<file path="config.mk">
export PLATFORM = sky130hd
export DESIGN_NAME = rx_frame_len_check
export DESIGN_NICKNAME = d
export VERILOG_FILES = /design/src/rtl/rx_frame_len_check.sv
export SDC_FILE = /design/constraint.sdc
export NUM_CORES = 1
export LEC_CHECK = 0
export BUFFER_PORTS_ARGS = -buffer_cell sky130_fd_sc_hd__buf_4
export CAP_MARGIN = 20
export CORE_UTILIZATION = 30
export CTS_CLUSTER_DIAMETER = 80
export DETAILED_ROUTE_END_ITERATION = 10
export HOLD_SLACK_MARGIN = 0.02
export PLACE_DENSITY = 0.5
export SLEW_MARGIN = 20
export SYNTH_ARGS = -nofsm -noshare
export SYNTH_HDL_FRONTEND = slang
export SYNTH_SLANG_ARGS = --single-unit
</file>
<file path="constraint.sdc">
create_clock -name clk -period 9.49 [get_ports clk]
set_clock_uncertainty 0.05 [all_clocks]
set_input_delay 0.949 -clock clk [delete_from_list [all_inputs] [get_ports clk]]
set_output_delay 0.949 -clock clk [all_outputs]
set_load 0.01 [all_outputs]
</file>
<file path="src/rtl/rx_frame_len_check.sv">
// rx_frame_len_check: measures RX frame byte length from the 64-bit aligned
// word stream and checks it against min/max bounds and the length/type field.
// Produces one registered status report per frame plus an abort pulse.
module rx_frame_len_check #(
  parameter int CNT_WIDTH = 11,
  parameter int MIN_LEN   = 64,
  parameter int MAX_LEN   = 1518
) (
  input  logic        clk,
  input  logic        reset,
  input  logic        rx_valid,
  input  logic        rx_sof,
  input  logic        rx_eof,
  input  logic [2:0]  rx_eof_bytes,
  input  logic [63:0] rx_data,
  output logic        len_valid,
  output logic [15:0] frame_len,
  output logic        too_short,
  output logic        too_long,
  output logic        len_mismatch,
  output logic        frame_good,
  output logic        abort
);

  typedef enum logic {IDLE, IN_FRAME} state_t;

  localparam logic [CNT_WIDTH-1:0] CNT_MAX = '1;
  localparam logic [CNT_WIDTH-1:0] CNT_ONE = CNT_WIDTH'(1);
  localparam logic [16:0] MIN17 = 17'(MIN_LEN);
  localparam logic [16:0] MAX17 = 17'(MAX_LEN);

  state_t               state;
  logic [CNT_WIDTH-1:0] cnt;
  logic                 ovf;
  logic [15:0]          len_field;

  logic [CNT_WIDTH-1:0] cnt_inc;
  logic [15:0]          cap_field;
  logic [CNT_WIDTH-1:0] rep_words;
  logic [15:0]          rep_lf;
  logic                 rep_sat;
  logic [3:0]           rep_bytes;
  logic [31:0]          len_wide;
  logic [15:0]          rep_len;
  logic                 rep_short;
  logic                 rep_long;
  logic                 rep_mism;

  // Report values for a frame ending on the current word. A frame ending on
  // its second word takes its length field straight from rx_data, since the
  // capture register only updates on that same edge.
  always_comb begin
    cnt_inc   = (cnt == CNT_MAX) ? cnt : cnt + CNT_ONE;
    cap_field = {rx_data[39:32], rx_data[47:40]};
    if (rx_sof) begin
      rep_words = CNT_ONE;
      rep_lf    = '0;
      rep_sat   = 1'b0;
    end else begin
      rep_words = cnt_inc;
      rep_lf    = (cnt == CNT_ONE) ? cap_field : len_field;
      rep_sat   = ovf | (cnt_inc == CNT_MAX);
    end
    rep_bytes = (rx_eof_bytes == 3'd0) ? 4'd8 : {1'b0, rx_eof_bytes};
    len_wide  = ((32'(rep_words) - 32'd1) << 3) + 32'(rep_bytes);
    rep_len   = (|len_wide[31:16]) ? 16'hFFFF : len_wide[15:0];
    rep_short = ({1'b0, rep_len} < MIN17);
    rep_long  = ({1'b0, rep_len} > MAX17) | rep_sat;
    rep_mism  = 1'b0;
    if (rep_lf <= 16'd1500) begin
      if (rep_lf < 16'd46) rep_mism = (rep_len != 16'd64);
      else                 rep_mism = ({1'b0, rep_len} != ({1'b0, rep_lf} + 17'd18));
    end
  end

  // Frame FSM, word counter, length-field capture and registered report.
  always_ff @(posedge clk or posedge reset) begin
    if (reset) begin
      state        <= IDLE;
      cnt          <= CNT_ONE;
      ovf          <= 1'b0;
      len_field    <= '0;
      len_valid    <= 1'b0;
      frame_len    <= '0;
      too_short    <= 1'b0;
      too_long     <= 1'b0;
      len_mismatch <= 1'b0;
      frame_good   <= 1'b0;
      abort        <= 1'b0;
    end else begin
      len_valid <= 1'b0;
      abort     <= 1'b0;
      if (rx_valid && (rx_sof || state == IN_FRAME)) begin
        if (rx_sof) begin
          if (state == IN_FRAME) abort <= 1'b1;
          cnt       <= CNT_ONE;
          ovf       <= 1'b0;
          len_field <= '0;
          state     <= rx_eof ? IDLE : IN_FRAME;
        end else begin
          cnt <= cnt_inc;
          if (cnt == CNT_MAX) ovf <= 1'b1;
          if (cnt == CNT_ONE) len_field <= cap_field;
          if (rx_eof) state <= IDLE;
        end
        if (rx_eof) begin
          len_valid    <= 1'b1;
          frame_len    <= rep_len;
          too_short    <= rep_short;
          too_long     <= rep_long;
          len_mismatch <= rep_mism;
          frame_good   <= ~(rep_short | rep_long | rep_mism);
        end
      end
    end
  end

endmodule

</file>
==> flow_metrics.tcl <==
set metrics [dict create \
    status "completed" \
    synth_enable_flop_cells 0 \
    arrival_ns 5.19 \
    overflow 0 \
    clock-root-buffer "clkbuf_16" \
    syn_avg_cell_area_um2 7.82 \
    start_kind "flip-flop" \
    n_antenna_cell 0 \
    path_buf_inv 0 \
    hold_path_class "reg -> reg" \
    post_drt_wl_per_cell_um 17.6 \
    clk_pin_slew_ns 0.07 \
    async_flop_share_pct 100 \
    reg2reg_from "cnt[0]$_DFFE_PP1P_" \
    core-area_um2 15400 \
    setup_viol 0 \
    final_cell_mix "nand2_1 (88), dfrtp_1 (50), buf_4 (49), nor2_1 (46), o21ai_0 (42)" \
    ys_ff_latch 51 \
    die_h_um 128 \
    viasPerCell 5.73 \
    leakagePower_uw 0.00205 \
    grt_pass1_vias 4537 \
    maxCapViolCount 0 \
    synth.largest_area_cell "dfrtp_1" \
    clk-insertion-delay-late_ns 0.31 \
    drt_iter0_markers 478 \
    worstHoldStart "frame_len[15]$_DFFE_PP0P_" \
    areaGrowthSynthToFinish_pct 10.9 \
    cp-startpoint "cnt[0]$_DFFE_PP1P_" \
    dp.cells 824 \
    crit_chain "ha_1 -> nand3_2 -> nor3_4 -> xnor2_1 -> nor2_1 -> ha_1 -> ha_1 -> and2_1 -> a22oi_2 -> mux2i_1 -> mux2i_1 -> o32ai_2 -> nor4_2 -> o21ai_0" \
    drv_slew 0 \
    seqCellArea_um2 1280 \
    n_fill_cell 1598 \
    portBuffers 45 \
    cts_tree "done" \
    vias 4764 \
    io_pins 94 \
    netlist_instances 611 \
    slowest_stage "dfstp_2" \
    cp.required_ns 9.62 \
    cts_made_buffers 5 \
    drive_gt1_share_pct 14.4 \
    ys_warn_count 0 \
    critical_path_class "reg -> reg" \
    cts_max_level 2 \
    grt_max_degree 68 \
    place_hpwl_um 10700 \
    synth_area_um2 4780 \
    ys_seq_area_share_pct 26.7 \
    die-area_um2 16400 \
    yosys_most_used_dff "dfrtp_1" \
    die_x_um 128 \
    vdd_drop_max_uv 74.2 \
    rsz0062_at_grt "false" \
    drtAntennaViolNets 0 \
    critPathMaxFanout 19 \
    hold_viol_final 0 \
    cts_sinks 51 \
    cts_hold_buf 0 \
    wl_um 14600 \
    post-cts-setup-buffer-count 0 \
    drc 0 \
    fmax_mhz 198 \
    worstMarginPinSlew_ns 0.976 \
    critPathTopFamily "simple AND/OR/NAND/NOR gates" \
    relSlewSlack_pct 34.7 \
    powerDensity_nw_per_um2 168 \
    final_common_cell "nand2_1" \
    multi_input_area_um2 3210 \
    path_common_cell "ha_1" \
    post-route-period-util_pct 53.3 \
    slowest_delay_ns 0.75 \
    cp-end-kind "flip-flop" \
    ys_top_cells_by_area "dfrtp_1 (26%), nand2_1 (6.9%), o21ai_0 (4.4%)" \
    antenna_found_initial 0 \
    fin_setup_tns_ns 0 \
    dr.pass1.iters 5 \
    grt_usage_pct 18.5 \
    cts_buffer_depth 2 \
    finalCriticalPeriod_ns 5.06 \
    nets 697 \
    yosysUniqueCellTypes 86 \
    layout.cells.non_filler 831 \
    fp-row-count 45 \
    synth_top_area_share_pct 26.2 \
    postCtsResizedCells 0 \
    syn_nets 688 \
    initial_core_util_pct 31.1 \
    place.gp.congestion 0.878 \
    grt_pass1_wl_um 23900 \
]
kinds of logic after synthesis:
| logic type | count (synthesis) | share of synthesized area (%) |
|---|---|---|
| simple gates | 266 | 29.4 |
| buf+inv | 58 | 6.15 |
| fa+ha+maj | 5 | 1.31 |
| compound gates | 180 | 26.0 |
| xor+xnor | 32 | 6.31 |
| flops | 51 | 26.7 |
| mux | 19 | 4.11 |
metal layers:
metal | wire, um | GRT usage [%]
met1 | 6560 | 24.0
met3 | 810 | 3.21
met4 | 413 | 7.61
met5 | 0 | 0
met2 | 6870 | 30.3
registers in the layout, summed over array words and instances (netlist names):
signal        flops
cnt              11
frame_len        16
len_field        16
too_short         1
len_mismatch      1
ovf               1
too_long          1
abort             1
state             1
len_valid         1
frame_good        1
cell usage after synthesis, drive strengths merged, types with 6 or more instances:
cell	count
a211oi	9
a21oi	29
a22o	6
a22oi	8
a31oi	13
and2	9
and3	12
and4	8
buf	28
clkbuf	19
dfrtp	50
inv	11
mux2i	14
nand2	88
nand3	26
nand4	9
nor2	46
nor3	28
nor4	11
o21ai	48
o22ai	7
o31ai	10
xnor2	21
xor2	10
power by group:
part	internal, uW	switching, uW
registers	262	51.3
logic	166	230
clock network	96.6	87.2
total	524	369
final cells by class:
| type | count | area share (%) |
|---|---|---|
| Timing Repair Buffer | 49 | 6.94 |
| Clock buffer | 5 | 2.36 |
| Multi-Input combinational cell | 502 | 60.6 |
| Tap cell | 211 | 4.98 |
| Inverter | 11 | 0.779 |
| Sequential cell | 51 | 24.1 |
| Clock inverter | 2 | 0.260 |
worst paths after layout:
check	endpoint	slack, ns	cells past startpoint
min reg2reg	frame_len[15]$_DFFE_PP0P_	0.42	2
max in group asynchronous	cnt[2]$_DFFE_PP0P_	8.17	3
max	len_mismatch$_DFFE_PP0P_	4.43	14
min	frame_len[15]$_DFFE_PP0P_	0.42	2
max reg2reg	len_mismatch$_DFFE_PP0P_	4.43	14
min in group asynchronous	len_field[2]$_DFFE_PP0P_	0.77	3
per-stage QoR:
| step | total power, uW | area [um^2] | utilization [%] | setup slack [ns] | hold slack, ns |
|---|---|---|---|---|---|
| CTS | 897 | 5300 | 34.5 | 4.47 | 0.427 |
| floorplan | 590 | 4780 | - | 4.95 | 0.400 |
| detailed placement | 710 | 5160 | 33.6 | 4.50 | 0.410 |
| global placement | 706 | 5160 | 33.6 | 4.46 | 0.403 |
| global route | 956 | 5300 | 34.5 | 4.15 | 0.452 |
| finish | 893 | 5300 | 34.5 | 4.43 | 0.421 |
worst register-to-register path, cell delays in order, from the launching register on:
cell and delay [ns]:
dfstp_2 0.75, ha_1 0.44, nand3_2 0.26, nor3_4 0.49, xnor2_1 0.18, nor2_1 0.09, ha_1 0.38, ha_1 0.37
and2_1 0.22, a22oi_2 0.35, mux2i_1 0.53, mux2i_1 0.28, o32ai_2 0.13, nor4_2 0.29, o21ai_0 0.13
Power figures use the tool's default switching activity.
